## src/rtl/button_reader.sv

```systemverilog
// -----------------------------------------------------------------------------
// button_reader
//
// Debounced push-button front end. The raw pins are normalised so that
// 1 means pressed, passed through a 2-flop synchroniser, and then debounced
// per channel by an independent FSM. Each channel reports a clean level plus
// single-cycle press, release and long-press (hold) strobes.
//
// Parameters
//   WIDTH        number of button channels
//   DEB_CYCLES   consecutive stable synchronised cycles needed to accept a change (>=1)
//   HOLD_CYCLES  cycles from the press strobe to the hold strobe; 0 disables hold
//   ACTIVE_LOW   1: pin reads 0 when pressed, 0: pin reads 1 when pressed
//
// Ports
//   clk_i          system clock, rising edge
//   rst_i          asynchronous active-high reset
//   btn_i          raw asynchronous button pins
//   btn_level_o    debounced pressed state (1 = pressed)
//   btn_press_o    1-cycle strobe on an accepted press
//   btn_release_o  1-cycle strobe on an accepted release
//   btn_hold_o     1-cycle strobe, once per press, HOLD_CYCLES after the press
//
// Per-channel FSM
//   state           | meaning
//   ----------------+----------------------------------------------------
//   ST_RELEASED     | stable released; waiting for a pressed sample
//   ST_PRESS_WAIT   | pressed samples seen, counting toward DEB_CYCLES
//   ST_PRESSED      | stable pressed; hold counter running until hold fires
//   ST_RELEASE_WAIT | released samples seen, counting; hold counter frozen
// -----------------------------------------------------------------------------
module button_reader #(
   parameter int WIDTH       = 4,
   parameter int DEB_CYCLES  = 100000,
   parameter int HOLD_CYCLES = 10000000,
   parameter bit ACTIVE_LOW  = 1'b1
) (
   input  logic             clk_i,
   input  logic             rst_i,
   input  logic [WIDTH-1:0] btn_i,
   output logic [WIDTH-1:0] btn_level_o,
   output logic [WIDTH-1:0] btn_press_o,
   output logic [WIDTH-1:0] btn_release_o,
   output logic [WIDTH-1:0] btn_hold_o
);

   localparam int DEB_W_RAW  = $clog2(DEB_CYCLES + 1);
   localparam int DEB_W      = (DEB_W_RAW < 1) ? 1 : DEB_W_RAW;
   localparam int HOLD_W_RAW = $clog2(HOLD_CYCLES + 1);
   localparam int HOLD_W     = (HOLD_W_RAW < 1) ? 1 : HOLD_W_RAW;

   localparam logic [DEB_W-1:0]  DEB_MAX  = DEB_W'(DEB_CYCLES);
   localparam logic [DEB_W-1:0]  DEB_ONE  = DEB_W'(1);
   localparam logic [HOLD_W-1:0] HOLD_MAX = HOLD_W'(HOLD_CYCLES);
   localparam logic [HOLD_W-1:0] HOLD_ONE = HOLD_W'(1);
   localparam bit                HOLD_EN  = (HOLD_CYCLES > 0);

   typedef enum logic [1:0] {
      ST_RELEASED     = 2'd0,
      ST_PRESS_WAIT   = 2'd1,
      ST_PRESSED      = 2'd2,
      ST_RELEASE_WAIT = 2'd3
   } state_t;

   logic [WIDTH-1:0]  pressed;
   logic [WIDTH-1:0]  sync1_q;
   logic [WIDTH-1:0]  sync2_q;

   state_t            state_q [WIDTH];
   state_t            state_d [WIDTH];
   logic [DEB_W-1:0]  deb_q   [WIDTH];
   logic [DEB_W-1:0]  deb_d   [WIDTH];
   logic [HOLD_W-1:0] hold_q  [WIDTH];
   logic [HOLD_W-1:0] hold_d  [WIDTH];
   logic [WIDTH-1:0]  hold_done_q;
   logic [WIDTH-1:0]  hold_done_d;

   logic [WIDTH-1:0]  level_d;
   logic [WIDTH-1:0]  press_d;
   logic [WIDTH-1:0]  release_d;
   logic [WIDTH-1:0]  hold_stb_d;

   assign pressed = btn_i ^ {WIDTH{ACTIVE_LOW}};

   always_ff @(posedge clk_i or posedge rst_i) begin
      if (rst_i) begin
         sync1_q       <= '0;
         sync2_q       <= '0;
         hold_done_q   <= '0;
         btn_level_o   <= '0;
         btn_press_o   <= '0;
         btn_release_o <= '0;
         btn_hold_o    <= '0;
         for (int i = 0; i < WIDTH; i++) begin
            state_q[i] <= ST_RELEASED;
            deb_q[i]   <= '0;
            hold_q[i]  <= '0;
         end
      end else begin
         sync1_q       <= pressed;
         sync2_q       <= sync1_q;
         hold_done_q   <= hold_done_d;
         btn_level_o   <= level_d;
         btn_press_o   <= press_d;
         btn_release_o <= release_d;
         btn_hold_o    <= hold_stb_d;
         for (int i = 0; i < WIDTH; i++) begin
            state_q[i] <= state_d[i];
            deb_q[i]   <= deb_d[i];
            hold_q[i]  <= hold_d[i];
         end
      end
   end

   always_comb begin
      for (int i = 0; i < WIDTH; i++) begin
         state_d[i]     = state_q[i];
         deb_d[i]       = deb_q[i];
         hold_d[i]      = hold_q[i];
         hold_done_d[i] = hold_done_q[i];
         level_d[i]     = btn_level_o[i];
         press_d[i]     = 1'b0;
         release_d[i]   = 1'b0;
         hold_stb_d[i]  = 1'b0;

         case (state_q[i])
            ST_RELEASED: begin
               if (sync2_q[i]) begin
                  state_d[i] = ST_PRESS_WAIT;
                  deb_d[i]   = DEB_ONE;
               end else begin
                  deb_d[i]   = '0;
               end
            end

            ST_PRESS_WAIT: begin
               if (!sync2_q[i]) begin
                  state_d[i] = ST_RELEASED;
                  deb_d[i]   = '0;
               end else if (deb_q[i] == DEB_MAX) begin
                  state_d[i]     = ST_PRESSED;
                  level_d[i]     = 1'b1;
                  press_d[i]     = 1'b1;
                  hold_d[i]      = '0;
                  hold_done_d[i] = 1'b0;
               end else begin
                  deb_d[i] = deb_q[i] + DEB_ONE;
               end
            end

            ST_PRESSED: begin
               if (!sync2_q[i]) begin
                  state_d[i] = ST_RELEASE_WAIT;
                  deb_d[i]   = DEB_ONE;
               end
               // Counting still happens on the edge that leaves for
               // RELEASE_WAIT; only cycles spent in RELEASE_WAIT delay hold.
               if (HOLD_EN && !hold_done_q[i]) begin
                  hold_d[i] = hold_q[i] + HOLD_ONE;
                  if ((hold_q[i] + HOLD_ONE) == HOLD_MAX) begin
                     hold_stb_d[i]  = 1'b1;
                     hold_done_d[i] = 1'b1;
                  end
               end
            end

            ST_RELEASE_WAIT: begin
               if (sync2_q[i]) begin
                  state_d[i] = ST_PRESSED;
               end else if (deb_q[i] == DEB_MAX) begin
                  state_d[i]   = ST_RELEASED;
                  level_d[i]   = 1'b0;
                  release_d[i] = 1'b1;
               end else begin
                  deb_d[i] = deb_q[i] + DEB_ONE;
               end
            end

            default: begin
               state_d[i] = ST_RELEASED;
               deb_d[i]   = '0;
            end
         endcase
      end
   end

endmodule

```

## config.mk

```make
export PLATFORM = sky130hd
export DESIGN_NAME = button_reader
export DESIGN_NICKNAME = d
export VERILOG_FILES = /design/src/rtl/button_reader.sv
export SDC_FILE = /design/constraint.sdc
export NUM_CORES = 1
export LEC_CHECK = 0
export BUFFER_PORTS_ARGS = -buffer_cell sky130_fd_sc_hd__buf_2
export CAP_MARGIN = 25
export CORE_MARGIN = 2
export CORE_UTILIZATION = 66
export DETAILED_ROUTE_END_ITERATION = 7
export PLACE_DENSITY = 0.84
export REMOVE_ABC_BUFFERS = 1
export SYNTH_ARGS = -nofsm -noshare
export SYNTH_HDL_FRONTEND = slang
export SYNTH_SLANG_ARGS = --single-unit
```

## constraint.sdc

```tcl
create_clock -name clk_i -period 14.1 [get_ports clk_i]
set_clock_uncertainty 0.1 [all_clocks]
set_input_delay 2.115 -clock clk_i [delete_from_list [all_inputs] [get_ports clk_i]]
set_output_delay 2.115 -clock clk_i [all_outputs]
set_load 0.02 [all_outputs]
```

After elaboration in Yosys (flattened, before gate mapping)
Cells that the tools add are included.
Cells by class
  mux-type cells: 132
  $add $sub $neg: 8
  reductions and logical operators: 32
  equality and inequality tests: 56
  bitwise logic cells: 1
Operators by type and width (count)
  $mux W24: 12
  $mux W17: 16
  $pmux W17 S4: 4
  $pmux W24 S2: 4
  $add A24 B1 Y24 const B: 4
  $eq A24 B24 Y1 const B: 4
  $add A17 B1 Y17 const B: 4
  $eq A17 B17 Y1 const B: 4
  $mux W1: 60
  $ne A2 B2 Y1 const B: 28
  $mux W2: 24
  $pmux W2 S4: 4
  $reduce_and A4 Y1: 8
  $ne A3 B3 Y1 const B: 8
  $reduce_and A5 Y1: 4
  $eq A2 B2 Y1 const B: 8
  $pmux W1 S2: 8
  $reduce_bool A2 Y1: 8
  $reduce_and A3 Y1: 4
  $eq A2 B1 Y1 const B: 4
  $logic_not A2 Y1: 4
  $reduce_and A2 Y1: 4
  $not A4 Y4: 1
Word-level totals
  register bits: 200
  input bits: 6
  output and inout bits: 16
  word-level logic and storage cells: 254

Logic depth before layout (Yosys ltp)
  word-level depth: 5
  gate-level depth with buffers: 10
  depth with buffers taken out: 8

Worst setup path before layout
No wires, ideal clock.
  path kind: register to output
  from: register btn_level_o[3]
  to: output btn_level_o[3]
  cell stages (with the launch flop): 1
  path slack: 11.452 ns
  data required time: 11.885 ns
  arrival time: 0.433 ns
  path through: dfrtp_1
RTL lines
  from (decl): line 41  | output logic [WIDTH-1:0] btn_level_o,
  from (signal assigned): line 103  | btn_level_o <= level_d;
No word-level cell between the ends.

==> metrics.md <==
| Metric | Value |
|---|---|
| CTS tree | `done` |
| Final cycle utilization of the critical path | `22.8%` |
| CP endpoint kind | `asynchronous set/reset pin` |
| Power, Total | `1130 uW` |
| Port bufs | `21` |
| Clock slew at the register clock pins of the worst setup and hold paths | `0.07 ns` |
| Max FO, Critical Path | `135` |
| Routed wire length | `25.1 mm` |
| Commonest non-fill, non-tap cells in the layout | `210 x o21ai_0, 200 x dfrtp_1, 162 x nand2_1` |
| Most used DFF post-synth | `dfrtp_1` |
| Max_slew headroom | `28.2%` |
| Routed Antenna Nets | `0` |
| DP HPWL | `16.1 mm` |
| Placeable Area | `17300 sq um` |
| Slowest cell delay on critical path | `0.73 ns` |
| Largest register FFs | `96` |
| Layout area overhead | `6.77%` |
| # DRC | `0` |
| Fmax | `0.311 GHz` |
| CP bufs+invs | `4` |
| Die W | `137 um` |
| Slew @ Worst Pin | `1.07 ns` |
| Met2 global-route usage | `45.1%` |
| Post-synth cell types | `74` |
| Post-route cell area | `12400 sq um` |
| Fillers | `1301` |
| Die footprint | `18700 sq um` |
| Post-Syn Area per Cell | `8.57 sq um` |
| WL/cell | `16.0 um` |
| DR vias | `10300` |
| RSZ-0062 raised after global routing | `false` |
| Global-route wire length before repair | `42.6 mm` |
| Post-CTS Setup Repair Bufs | `0` |
| Worst Reg-to-Reg Cells | `5` |
| Setup TNS | `0 ns` |
| H-tree depth | `4` |
| Regs by FF count | `hold_q x96, deb_q x68` |
| Internal reg-to-reg setup slack | `11.13 ns` |
| Initial antenna violation count | `0` |
| Crit-path cells | `buf_2 -> inv_8 -> buf_16 -> buf_4` |
| GRT Max-Usage Layer | `met2` |
| VDD IR-drop max | `0.0880 mV` |
| Biggest register | `hold_q` |
| DR pass1 iterations | `5` |
| Largest net degree at the start of global routing | `141` |
| # clock sinks | `200` |
| Hold_buf cts | `0` |
| Status | `finished, final reports clean` |
| Crit-path leading delay family | `buffers and inverters` |
| Number of global-route vias before repair | `9259` |
| Resized cells post-CTS | `0` |
| Placed cell count | `1532` |
| Post-synthesis async set-or-reset flop share | `100%` |
| Share of cells above drive strength 1 | `6.33%` |
| Required time worst endpoint | `14.47 ns` |
| Mapped Area | `11600 sq um` |
| Slowest cell on crit path | `buf_4` |
| Post-synth EDFFs | `0` |
| Final RePlAce weighted congestion | `0.876` |
| Worst hold path type | `reg2reg` |
| Setup-failing EPs final | `0` |
| Worst hold start | `sync1_q[0]` |
| Synth area leaders | `dfrtp_1 43%, o21ai_0 9.0%, nand2_1 5.2%` |
| Met3 Use GR | `4.11%` |
| Reg2reg start | `state_q[0]` |
| WP data arrival | `3.58 ns` |
| Cells after synthesis | `1359` |
| Leading area contributor after synthesis | `dfrtp_1` |
| Yosys top cell area share | `43.0%` |
| Yosys warns | `0` |
| Final hold vios | `0` |
| Worst reg2reg endpoint | `hold_q[13]` |
| Total gr overflow | `0` |
| Reg area | `5000 sq um` |
| Fin nets | `1351` |
| GR Util met1 | `38.6%` |
| Max-cap viol count | `0` |
| Inserted Clock Buffers | `17` |
| Placed Instance Area | `11800 sq um` |
| Min Tclk post-route | `3.21 ns` |
| Crit start category | `primary input` |
| Via/cell ratio | `6.54` |
| Die Y | `137 um` |
| CTS max path bufs | `2` |
| Root buffer cell | `clkbuf_16` |
| # rows | `48` |
| Leakage | `0.00516 uW` |
| Starting Density | `67.3%` |
| Pwr dens | `90.8 nW/um^2` |
| End of the worst hold path | `sync2_q[0]` |
| DRT iter0 DRCs | `805` |
| Multi-input logic area | `6210 sq um` |
| Sequential area share after synthesis | `43.0%` |
| CP Class | `in2async` |
| Hold Path Stages | `0` |
| Ports | `22` |
| #FFs+latches synth | `200` |
| Max-slew violations | `0` |
| Most common cell after layout, fill and taps aside | `o21ai_0` |
| Gr usage total | `27.5%` |
| N_diodes | `0` |
| Finished Layout Cells | `1567` |
| Clock insertion delay at the later pin of the skew report | `0.43 ns` |
==> per-layer routing <==
metal,up-vias,share of wire (%)
li1,4946,-
met1,5024,46
met2,261,49
met3,23,3.8
met4,0,0.97
met5,-,0
==> synthesized netlist by cell type, types with 7 or more instances <==
library cell,n
inv_1,28
and2_1,29
xnor2_1,19
xor2_1,38
ha_1,16
nand2b_1,12
o22ai_1,10
clkbuf_1,65
a22o_1,8
o31ai_1,32
and4_1,10
nor3_1,25
or3_1,7
dfrtp_1,200
a31oi_1,30
o41ai_1,11
nor2_1,103
nor4_1,18
and3_1,27
o21ai_0,210
nand2_1,162
nand4_1,61
nand3_1,70
a21oi_1,34
==> layout make-up <==
class / count / area share, %
multi-input combinational: 1054 / 50.0
sequential: 200 / 40.3
timing repair buffer: 28 / 1.46
clock inverter: 10 / 1.13
inverter: 28 / 0.906
clock buffer: 22 / 3.98
tap: 225 / 2.27
==> metrics by stage <==
| stage | setup WS, ns | util (%) | hold slack, ns |
|---|---|---|---|
| after CTS | 10.69 | 71.6 | 0.254 |
| after global placement | 10.23 | 67.9 | 0.234 |
| after floorplan | 6.43 | - | 0.231 |
| after detailed placement | 10.23 | 67.9 | 0.240 |
| final | 10.89 | 71.9 | 0.251 |
| after global routing | 10.60 | 71.9 | 0.257 |
==> how the worst max path moves through the flow <==
stage,startpoint,to,cells past startpoint
after floorplan,rst_i,asynchronous set/reset pin,1
after global placement,rst_i,hold_q[86],3
after detailed placement,rst_i,hold_q[85],3
after CTS,rst_i,hold_q[85],3
after global routing,rst_i,hold_q[85],4
final,rst_i,hold_q[78],4
==> where the power goes <==
| group | switching [uW] | internal (uW) |
|---|---|---|
| clock network | 214 | 303 |
| registers | 5.85 | 577 |
| logic | 21.1 | 7.52 |
==> worst register-to-register path: cells and delay by family, from the launching register on <==
kind,cells,cell delay [ns]
DFF,1,0.53
and+or+nand+nor,1,0.83
buffers and inverters,1,0.18
AOI/OAI and AO/OA,3,1.20
==> cell families after synthesis <==
logic type      share of synthesized area [%]
buf+inv                                  3.62
fa+ha+maj                                1.72
xor+xnor                                 4.29
simple gates                             27.3
compound gates                           19.5
mux                                     0.623
flops                                    43.0
Power figures use the tool's default switching activity.
